File: src/rtl/ifetch_unit.sv
// Instruction fetch stage: owns the PC, issues one imem read at a time and hands
// instructions to decode over valid/ready. Execute-stage redirects squash in-flight fetches.
module ifetch_unit #(
  parameter logic [31:0] RESET_PC = 32'h00400000
) (
  input  logic        clock,
  input  logic        reset,
  output logic        imem_req,
  output logic [31:0] imem_addr,
  input  logic        imem_ack,
  input  logic [31:0] imem_rdata,
  output logic        inst_valid,
  input  logic        inst_ready,
  output logic [31:0] instruction,
  output logic [31:0] pc,
  output logic [31:0] pc4,
  input  logic        do_branch,
  input  logic [31:0] branch_addr,
  input  logic        do_jump,
  input  logic [31:0] jump_addr,
  output logic        misaligned
);

  typedef enum logic [1:0] {S_IDLE, S_REQ, S_VALID} state_t;

  state_t      state_q, state_d;
  logic [31:0] pc_q, pc_d;
  logic [31:0] instr_q, instr_d;
  logic [31:0] pend_q, pend_d;
  logic        squash_q, squash_d;
  logic        req_q, req_d;
  logic        valid_q, valid_d;
  logic        misal_q, misal_d;

  logic        redirect;
  logic [31:0] target_raw;
  logic [31:0] target;

  // Jump wins over branch; the low two bits are dropped but reported.
  assign redirect   = do_branch | do_jump;
  assign target_raw = do_jump ? jump_addr : branch_addr;
  assign target     = {target_raw[31:2], 2'b00};

  always_comb begin
    state_d  = state_q;
    pc_d     = pc_q;
    instr_d  = instr_q;
    pend_d   = pend_q;
    squash_d = squash_q;
    req_d    = req_q;
    valid_d  = valid_q;
    misal_d  = redirect & (|target_raw[1:0]);

    case (state_q)
      S_IDLE: begin
        state_d = S_REQ;
        req_d   = 1'b1;
        if (redirect) pc_d = target;
      end
      S_REQ: begin
        if (imem_ack) begin
          req_d = 1'b0;
          if (redirect) begin
            // Fresh redirect supersedes both the data and any older pending target.
            pc_d     = target;
            squash_d = 1'b0;
            state_d  = S_IDLE;
          end else if (squash_q) begin
            pc_d     = pend_q;
            squash_d = 1'b0;
            state_d  = S_IDLE;
          end else begin
            instr_d = imem_rdata;
            valid_d = 1'b1;
            state_d = S_VALID;
          end
        end else if (redirect) begin
          // Address must stay stable until ack, so park the target.
          pend_d   = target;
          squash_d = 1'b1;
        end
      end
      S_VALID: begin
        if (redirect) begin
          pc_d    = target;
          valid_d = 1'b0;
          req_d   = 1'b1;
          state_d = S_REQ;
        end else if (inst_ready) begin
          pc_d    = pc_q + 32'd4;
          valid_d = 1'b0;
          req_d   = 1'b1;
          state_d = S_REQ;
        end
      end
      default: begin
        state_d = S_IDLE;
        req_d   = 1'b0;
        valid_d = 1'b0;
      end
    endcase
  end

  always_ff @(posedge clock or posedge reset) begin
    if (reset) begin
      state_q  <= S_IDLE;
      pc_q     <= RESET_PC;
      instr_q  <= 32'h0;
      pend_q   <= 32'h0;
      squash_q <= 1'b0;
      req_q    <= 1'b0;
      valid_q  <= 1'b0;
      misal_q  <= 1'b0;
    end else begin
      state_q  <= state_d;
      pc_q     <= pc_d;
      instr_q  <= instr_d;
      pend_q   <= pend_d;
      squash_q <= squash_d;
      req_q    <= req_d;
      valid_q  <= valid_d;
      misal_q  <= misal_d;
    end
  end

  assign imem_req    = req_q;
  assign imem_addr   = pc_q;
  assign inst_valid  = valid_q;
  assign instruction = instr_q;
  assign pc          = pc_q;
  assign pc4         = pc_q + 32'd4;
  assign misaligned  = misal_q;

endmodule

File: config.mk
export PLATFORM = sky130hd
export DESIGN_NAME = ifetch_unit
export DESIGN_NICKNAME = d
export VERILOG_FILES = /design/src/rtl/ifetch_unit.sv
export SDC_FILE = /design/constraint.sdc
export NUM_CORES = 1
export LEC_CHECK = 0
export ABC_AREA = 1
export BUFFER_PORTS_ARGS = -buffer_cell sky130_fd_sc_hd__buf_4
export CORE_MARGIN = 10
export CORE_UTILIZATION = 42
export CTS_CLUSTER_DIAMETER = 40
export CTS_CLUSTER_SIZE = 24
export DETAILED_ROUTE_END_ITERATION = 7
export PLACE_DENSITY_LB_ADDON = 0.2
export SLEW_MARGIN = 25
export SYNTH_ARGS = -nofsm -noshare
export SYNTH_HDL_FRONTEND = slang
export SYNTH_SLANG_ARGS = --single-unit
File: constraint.sdc
create_clock -name clock -period 5.2 [get_ports clock]
set_input_delay 0.26 -clock clock [delete_from_list [all_inputs] [get_ports clock]]
set_output_delay 0.26 -clock clock [all_outputs]
set_load 0.03 [all_outputs]
* Word level (Yosys, flattened, before mapping)
Cells that the tools add are included.
** Storage, ports and cells
- Bits of input ports :: 102
- Flip-flop bits (word level) :: 100
- Logic and storage cells :: 59
** Operators by class
- Add/subtract/negate cells :: 1
- Muxes and demuxes :: 26
- Reductions and logical operators :: 10
- Eq/ne operators :: 8
- Bitwise logic cells :: 6
** Operator list (number)
- two-way mux 32 bit :: 7
- case mux 32 bit (3 select lines) :: 1
- adder 32 x 3 -> 32 bit (second input constant) :: 1
- two-way mux 1 bit :: 10
- two-way mux 2 bit :: 5
- AND reduction 5 bit :: 2
- != test 2 bit (second input constant) :: 4
- != test 3 bit (second input constant) :: 2
- case mux 1 bit (3 select lines) :: 2
- case mux 2 bit (3 select lines) :: 1
- NOT 1 bit :: 4
- AND reduction 2 bit :: 2
- AND reduction 4 bit :: 1
- AND reduction 3 bit :: 1
- nonzero test 3 bit :: 1
- equality test 2 x 1 -> 1 bit (second input constant) :: 1
- equality test 2 bit (second input constant) :: 1
- zero test 2 bit :: 1
- nonzero test 2 bit :: 1
- OR reduction 2 bit :: 1
- AND 1 bit :: 1
- bitwise OR 1 bit :: 1

* Depth between registers and ports, before layout
Gate-level depths: netlist of the first run.
- Depth after elaboration :: 4
- Depth in mapped cells :: 13
- Depth with buffers taken out :: 13

* Least setup slack after synthesis of the first run
No wires, ideal clock.
- Path kind :: register -> register
- Start point :: register pc_q[2] (netlist: imem_addr[2])
- End point :: register pc_q[19] (netlist: imem_addr[19])
- Data required time :: 5134 ps
- Stages on the path, launching flop included :: 11
- Library setup time :: 66 ps
- Slack :: 2950 ps
- Period minus slack after synthesis :: 2250 ps
- Path buffers :: 0
- Arrival time :: 2185 ps
- Path through :: dfrtp_1 inv_1 nor2_2 nand2_1 nor2_2 nand2_1 xnor2_1 nand2_1 nand2_1 nand2_1 nand2_1
** Between the ends
- Word-level cells in the longest chain between the ends :: 4
** RTL lines
- start, declared :: RTL line 27 : logic [31:0] pc_q, pc_d;
- start signal, assigned :: RTL line 116 : pc_q <= pc_d;
- adder 32 x 3 -> 32 bit
- named net pc4[19] :: RTL line 16 : output logic [31:0] pc4,
- two-way mux 32 bit :: RTL line 89 : end else if (inst_ready) begin
- two-way mux 32 bit :: RTL line 84 : if (redirect) begin
- case mux 32 bit (3 select lines) :: RTL line 54 : case (state_q)
The timed path passes the listed nets, and every way through them passes these cells. The select of a mux whose other input is x is not followed.
A chain may end at the register's enable or synchronous reset.

* Worst setup path in the final report of the first run
- Start point :: register state_q[0]
- End point :: register pc_q[17] (netlist: imem_addr[17])
** Between the ends
- Word-level cells in the longest chain between the ends :: 3
** RTL lines
- start, declared :: RTL line 26 : state_t state_q, state_d;
- start signal, assigned :: RTL line 115 : state_q <= state_d;
- equality test 2 x 1 -> 1 bit, or another cell as far along :: RTL line 54
- != test 3 bit (no source line), or another cell as far along
- AND reduction 5 bit (no source line)
Several ways; a longest one is shown, not always the timed one.

==> reports/results.tsv, run 1 <==
metric	value	unit
cp.required	5.47	ns
grt_usage	19.3	%
worst_pin_slew	1.03	ns
cts_buffers	9	
yosys_warnings	0	
dp_hpwl	15.1	mm
num_rows	43	
crit_path_max_incr_delay	0.84	ns
drive_gt1_share	32.5	%
synthCells	790	
failed_checks	hold timing	
cp_max_fo	28	
vias_per_cell	5.16	
grt_pass1_vias	5906	
cp.buffers_inverters	4	
fin_crit	3.34	ns
instances_no_fill	1153	
h-tree-depth	3	
ir_worst_vdd	496	uV
crit_arrival	3.61	ns
fmax	300	MHz
setup_viol	0	
cts-resized-gates	0	
critPathTopFamily	simple AND/OR/NAND/NOR gates	
root_buffer	clkbuf_16	
post-cts-setup-buffers	0	
drt_iter0_drc	552	
diodes	0	
antenna_found_initial	0	
gp_congestion	0.910	
synth_seq_cells	98	
initial_core_util	43.1	%
pwr_density_cell	697	nW/um^2
yosys.cell_types.count	38	
die_y	140	microns
whs	-0.0256	ns
drtAntennaViolNets	0	
synth-edff-count	0	
start_kind	flip-flop	
clock_latency	0.35	ns
place_inst	1137	
setup_tns	0	ns
synth_top_area_cell	dfrtp_1	
netlist.area_leader.share	40.2	%
path_class	flip-flop to flip-flop	
port_buffers	226	
hold_viol_final	29	
cts_tree	done	
path_cells	inv_1 > ha_1 > inv_1 > nor2_2 > nand2_1 > nand2_2 > inv_2 > nand3_2 > buf_4 > a21oi_1 > a21oi_1	
finalCritPeriodShare	64.2	%
synth_common_cells	259 x nand2_1, 97 x dfrtp_1, 60 x inv_1	
grt_setup_unrepaired	false	
yosysMostFrequentCell	nand2_1	
core	14000	sq um
p_leak	0.00399	uW
pin_count	233	
die_w	140	microns
crit_slowest_cell	nor2_2	
maxCapViolations	0	
overflow	0	
wl_per_cell	17.2	microns
syn2layout_area_growth	29.9	%
postCtsHoldBufs	0	
async_flop_share	100	%
finalClockSkew	0.00668	ns
end_kind	flip-flop	
cts_sinks	98	
die-area	19600	sq um
min_path_type	primary input to async pin	
synthFlopType	dfrtp_1	
grt_max_degree	53	
drc	0	
synth_area_per_cell	7.64	sq um
clock_path_buffers	2	
yosysSeqAreaShare	40.7	%
firstDrtPassIters	5	
netlist_area	6030	sq um
num_vias	5948	
outcome	finished with violations	
drt_wl_total	19.8	mm
drv_slew	0	
max-slew-margin-rel	31.3	%
final_nets	1075	
netlist_top_cells_area	dfrtp_1 40%, nand2_1 16%, buf_4 4.9%, mux2_2 4.9%, inv_1 3.7%	
clkTransAtPathRegs	0.07	ns
grt_pass1_wl	30.9	mm
-- through the flow --
step                      total power, uW  instance area, sq um  hold WS (ns)  util (%)  worst slack (ns)
after floorplan                      3770                  6050         0.372         -              2.38
after global placement               4800                  7550         0.384      54.0              1.93
after detailed placement             4840                  7550         0.385      54.0              1.83
after CTS                            5500                  7840       0.00142      56.0              1.91
after global routing                 5820                  7840        0.0225      56.0              1.56
final                                5460                  7840       -0.0256      56.0              1.86
-- kinds of logic after synthesis --
group	Yosys count	synth area share, %
adders and majority gates	5	1.04
AOI/OAI and AO/OA	124	12.4
DFF	98	40.7
xor gates and xnor gates	10	1.58
other	1	0.0622
muxes	32	5.97
buffers and inverters	134	11.7
and+or+nand+nor	386	26.6
-- placed cells by master (no fill, tap or decap), types with 8 or more instances in the layout --
master / n
o21ai_0: 45
dfrtp_1: 97
nand3_1: 19
inv_1: 59
a221oi_1: 12
and2_1: 9
clkbuf_16: 9
a31oi_1: 22
a21oi_1: 30
nor2_2: 8
mux2_2: 26
or2_2: 17
buf_4: 230
nor2_1: 54
nand2_1: 259
-- final timing paths --
kind | slack (ns) | from | endpoint | cells past startpoint
min in group clock | 0.11 | imem_rdata[5] | instruction[5]$_DFFE_PP0P_ | 2
setup reg to reg | 1.86 | state_q[0]$_DFFE_PP0P_ | imem_addr[17]$_DFFE_PP0P_ | 11
hold / removal | -0.03 | reset | instruction[28]$_DFFE_PP0P_ | 2
setup / recovery | 1.86 | state_q[0]$_DFFE_PP0P_ | imem_addr[17]$_DFFE_PP0P_ | 11
hold reg to reg | 0.49 | pend_q[18]$_DFFE_PP0P_ | pend_q[18]$_DFFE_PP0P_ | 2
max in group asynchronous | 4.10 | reset | imem_addr[10]$_DFFE_PP0P_ | 3
-- final cells by class --
type,count,area (sq um)
flip-flops and latches,98,2450
inverters,66,250
well taps,180,225
repair buffers,230,1730
multi-input cells,563,2900
clock inverters,5,38.8
clock buffers,11,243
fillers,1359,6150
-- sequential cells by signal, summed over array words and instances, names as in the netlist --
register	count
instruction	32
misaligned	1
squash_q	1
imem_req	1
pend_q	30
state_q	2
inst_valid	1
imem_addr	30
-- where the power goes --
part           internal [uW]  switching, uW
Clock                    341            306
Sequential              1150            372
Combinational           1170           2120
-- worst register-to-register path: stages, from the launching register on --
cell and delay, ns:
dfrtp_1 0.40, inv_1 0.11, ha_1 0.30, inv_1 0.20
nor2_2 0.84, nand2_1 0.14, nand2_2 0.15, inv_2 0.07
nand3_2 0.37, buf_4 0.41, a21oi_1 0.08, a21oi_1 0.19
-- per-layer routing --
layer | track usage [%] | up-vias | part of all wire, %
met5 | 0 | - | 0
met4 | 4.67 | 0 | 1.5
met3 | 6.06 | 24 | 7.8
met2 | 32.9 | 241 | 50
met1 | 23.2 | 2807 | 41
li1 | - | 2876 | -
Note: power is estimated with default switching activity, not from simulation.
==> run 2: changes to the inputs <==
- clock period: 5.2 -> 3.15 ns (I/O delays scaled with it)
==> run 2 against run 1 <==
  * The run now ends clean
  * Clock skew grew 0.0016 ns
  * Die area is the same
  * Cell count up 0.61%
  * Sequential power grew 65%
  * Clock power up 81%
  * Critical endpoint is now imem_addr[13]$_DFFE_PP0P_
  * Largest cell class unchanged
  * Largest power group unchanged
==> reports/results.tsv, run 2 (same netlist as run 1, synthesis figures left out) <==
metric	value	unit
outcome	complete, no violations	
firstDrtPassIters	6	
h-tree-depth	3	
final_cell_area	7940	sq um
min_path_type	primary input to flip-flop	
worst_pin_slew	0.844	ns
clkTransAtPathRegs	0.07	ns
ir_worst_vdd	746	uV
final_nets	1082	
root_buffer	clkbuf_16	
drt_iter0_drc	510	
gp_congestion	0.874	
place_area	7590	sq um
layout_commonest_cell	nand2_1	
instances_no_fill	1160	
pwr_density_cell	1150	nW/um^2
drc	0	
cts_buffers	9	
drv_slew	0	
cp_max_fo	17	
start_kind	flip-flop	
seq_power_share	27.4	%
overflow	0	
clock_path_buffers	2	
die-area	19600	sq um
die_w	140	microns
cp.buffers_inverters	3	
syn2layout_area_growth	31.6	%
critPathTopFamily	simple AND/OR/NAND/NOR gates	
crit_path_max_incr_delay	0.59	ns
cts_sinks	98	
netSwitchingPower	4610	uW
clock_latency	0.36	ns
fmax	404	MHz
num_vias	5884	
setup_viol	0	
grt_usage	19.7	%
pin_count	233	
finalClockSkew	0.00828	ns
p_int	4520	uW
core	14000	sq um
fill_cells	1402	
max-slew-margin-rel	43.7	%
die_y	140	microns
grt_max_degree	51	
fin_crit	2.47	ns
grt_pass1_vias	5991	
setup_tns	0	ns
path_class	flip-flop to flip-flop	
place_inst	1141	
p_clk_share	12.8	%
end_kind	flip-flop	
cts_tree	done	
dp_hpwl	15.2	mm
drive_gt1_share	32.7	%
cp.required	3.43	ns
drtAntennaViolNets	0	
antenna_found_initial	0	
port_buffers	226	
finalCritPeriodShare	78.6	%
diodes	0	
grt_pass1_wl	31.3	mm
p_sw_share	50.5	%
p_leak	0.00404	uW
grt_setup_unrepaired	false	
hold_viol_final	0	
drt_wl_total	19.9	mm
timing.critical_path.mode_cell	a21oi_1	
num_rows	43	
wl_per_cell	17.1	microns
mostFrequentLayoutCells	259 x nand2_1, 233 x buf_4, 97 x dfrtp_1, 59 x inv_1, 54 x nor2_1	
crit_slowest_cell	or2_1	
vias_per_cell	5.07	
pwr-share-comb	59.7	%
path_cells	inv_1 > ha_1 > inv_2 > a21oi_1 > buf_4 > or2_1 > a21oi_1 > a22oi_2	
crit_arrival	2.75	ns
initial_core_util	43.1	%
largest_register_ffs	32	
maxCapViolations	0	
[run 2: cell types whose count changed in the layout (fill, tap and decap cells not counted), sizes merged]
cell         previous run  this run
buf                   230       234
dlygate4sd3             0         3
clkinv                  3         2
bufinv                  0         1
[run 2: timing repair]
item                       4_1_cts  5_1_grt
hold buffers                     3        0
hold endpoints to repair        50        0
setup endpoints to repair        0        0
resized for setup                0        0
setup buffers                    0        0
[run 2: worst paths after layout]
check                                             from                          end  slack [ns]  cells after the start
max in group asynchronous                        reset    imem_addr[22]$_DFFE_PP1P_        1.94                      4
worst max-delay path            state_q[1]$_DFFE_PP0P_    imem_addr[13]$_DFFE_PP0P_        0.68                      8
worst min register to register  pend_q[13]$_DFFE_PP0P_       pend_q[13]$_DFFE_PP0P_        0.49                      2
worst min-delay path                    imem_rdata[19]  instruction[19]$_DFFE_PP0P_       0.009                      2
min in group asynchronous                        reset  instruction[14]$_DFFE_PP0P_        0.45                      3
worst max register to register  state_q[1]$_DFFE_PP0P_    imem_addr[13]$_DFFE_PP0P_        0.68                      8
[run 2: area by class of cell]
class | instances | area [sq um] | area share [%]
Tap cell | 180 | 225 | 2.84
Clock buffer | 11 | 253 | 3.18
Inverter | 66 | 250 | 3.15
Multi-Input combinational cell | 563 | 2900 | 36.5
Timing Repair Buffer | 237 | 1800 | 22.7
Sequential cell | 98 | 2450 | 30.9
Clock inverter | 5 | 60.1 | 0.757
[run 2: through the flow]
stage	hold WS (ns)	util, %	total power, uW	worst slack, ns
after floorplan	0.270	-	6220	0.432
after global placement	0.294	54.3	7940	0.716
after detailed placement	0.297	54.3	8000	0.679
after CTS	0.00153	56.7	9200	0.696
after global routing	0.00584	56.7	9750	0.455
final	0.00935	56.7	9130	0.675
[run 2: per-layer routing]
| layer | vias up | GRT usage [%] | wire [microns] |
|---|---|---|---|
| li1 | 2879 | - | - |
| met1 | 2766 | 22.7 | 7890 |
| met2 | 227 | 34.4 | 10100 |
| met3 | 12 | 6.43 | 1670 |
| met4 | 0 | 4.62 | 188 |
| met5 | - | 0 | 0 |
[run 2: power groups by stage]
| stage | registers, uW | logic (uW) | clock network [uW] |
|---|---|---|---|
| 2_1_floorplan | 3180 | 3040 | 0 |
| 3_3_place_gp | 2500 | 5440 | 0 |
| 3_5_place_dp | 2520 | 5480 | 0 |
| 4_1_cts | 2500 | 5500 | 1190 |
| 5_1_grt | 2610 | 5900 | 1250 |
| 6_report | 2510 | 5450 | 1170 |
==> run 3: changes to the inputs <==
- clock period: 3.15 -> 2.17 ns (I/O delays scaled with it)
==> run 3 against run 2 <==
  * Final area up 7.3%
  * Routed wire length up 4.2%
  * Worst setup slack worse by 0.59 ns
  * Sequential power up 46%
  * Clock power up 40%
  * Sequential share of layout area down 1.9 points
  * Non-clock buffer count up 47
  * Via count up 3.2%
  * Critical path depth unchanged
  * Cell count up 4.1%
  * First-iteration DRC count down 9.8%
  * Power up 48%
  * Largest power group unchanged
==> reports/results.tsv, run 3 (same netlist as run 1, synthesis figures left out) <==
metric	value	unit
p_leak	0.00429	uW
cp_max_fo	6	
grt_usage	20.3	%
grt_setup_unrepaired	true	
drive_gt1_share	35.0	%
setup_viol	0	
pin_count	233	
initial_core_util	43.1	%
port_buffers	226	
drc	0	
hold_viol_final	0	
pwr_density_cell	1590	nW/um^2
fmax	479	MHz
finalClockSkew	0.00414	ns
drt_iter0_drc	460	
outcome	complete, no violations	
clkTransAtPathRegs	0.07	ns
crit_arrival	1.98	ns
die_w	140	microns
rr_endpoint	imem_addr[17]$_DFFE_PP0P_	
wl_per_cell	17.1	microns
whs_path_depth	3	
grt_pass1_vias	5993	
layout_commonest_cell	nand2_1	
cp.required	2.06	ns
syn2layout_area_growth	41.1	%
maxCapViolations	0	
core	14000	sq um
path_class	flip-flop to output pin	
grt_max_degree	38	
overflow	0	
clock_path_buffers	2	
hold_path_end	misaligned$_DFF_PP0_	
max-slew-margin-rel	50.6	%
num_rows	43	
grt_pass1_wl	32.2	mm
cts_tree	done	
r2r_cells	7	
die_y	140	microns
whs	0.0474	ns
num_vias	6074	
pre_cts_ws	0.201	ns
final_nets	1129	
hp-start	branch_addr[1]	
fin_crit	2.09	ns
r2r-start	state_q[1]$_DFFE_PP0P_	
gp_congestion	0.907	
drt_wl_total	20.7	mm
finalCritPeriodShare	96.2	%
diodes	0	
mostFrequentLayoutCells	255 x nand2_1, 244 x buf_4, 86 x dfrtp_1, 59 x inv_1, 49 x nor2_1	
min_path_type	primary input to flip-flop	
firstDrtPassIters	5	
fill_cells	1280	
clock_latency	0.35	ns
fin_ws	0.0828	ns
ir_worst_vdd	1190	uV
drv_slew	0	
end_kind	output pin	
start_kind	flip-flop	
worst_pin_slew	0.740	ns
die-area	19600	sq um
cts_buffers	9	
r2r_slack	0.12	ns
dp_hpwl	15.3	mm
cts_sinks	98	
h-tree-depth	3	
vias_per_cell	5.03	
antenna_found_initial	0	
largest_register_ffs	32	
drtAntennaViolNets	0	
root_buffer	clkbuf_16	
## run 3: changes by cell type in the layout (fill, tap and decap cells not counted), moves of 5 or more
cell           before  now
dlygate4sd3_1       3   34
dfrtp_1            97   86
nor2_4              0    8
dfrtp_2             0   11
buf_4             233  244
nor2_1             54   49
## run 3: report_power, final
group,internal (uW),switching (uW)
Sequential,2770,891
Clock,895,741
Combinational,3060,5190
Total,6730,6820
## run 3: worst max-delay path by stage
stage	end	from	slack, ns
global route	pc4[25]	imem_addr[4]$_DFFE_PP0P_	-0.01
global placement	imem_addr[25]$_DFFE_PP0P_	imem_addr[2]$_DFFE_PP0P_	0.23
CTS	pc4[24]	imem_addr[3]$_DFFE_PP0P_	0.005
finish	pc4[22]	imem_addr[2]$_DFFE_PP0P_	0.08
detailed placement	imem_addr[30]$_DFFE_PP0P_	imem_addr[3]$_DFFE_PP0P_	0.20
floorplan	imem_addr[9]$_DFFE_PP0P_	imem_addr[2]$_DFFE_PP0P_	0.03
## run 3: cell type report
type                       instances  area, sq um  share of cell area, %
tap                              180          225                   2.65
inverter                          66          251                   2.95
multi-input combinational        563         3000                   35.2
sequential                        98         2470                   29.0
clock inverter                     5         53.8                  0.632
timing repair buffer             284         2280                   26.8
clock buffer                      11          233                   2.73
## run 3: timing repair
item	4_1_cts	5_1_grt
hold buffers	34	0
hold endpoints to repair	61	0
endpoints found under the setup margin	13	19
buffers inserted	0	3
resized for setup	10	21
pin swaps	0	3
cloned	0	0
## run 3: critical path, cell delays in order (launching register included)
cell,delay (ns)
dfrtp_1,0.40
ha_1,0.20
nand2_2,0.10
nor2_4,0.19
nand2_4,0.12
nor2_4,0.13
nand2_1,0.10
xnor2_2,0.21
buf_6,0.16
## run 3: metrics by stage
step / util, % / cells / area [sq um] / setup TNS (ns) / power (uW)
after floorplan: - / 795 / 6080 / 0 / 9070
after global placement: 55.6 / 1154 / 7770 / 0 / 11700
after detailed placement: 55.6 / 1154 / 7770 / 0 / 11800
after CTS: 60.3 / 1204 / 8440 / 0 / 13500
after global routing: 60.8 / 1207 / 8510 / -0.0202 / 14400
final: 60.8 / 1207 / 8510 / 0 / 13500
## run 3: metal layers
layer | GRT usage (%) | routed length [microns]
met3 | 5.34 | 1340
met4 | 4.84 | 361
met1 | 25.3 | 8650
met5 | 0 | 0
met2 | 34.0 | 10300
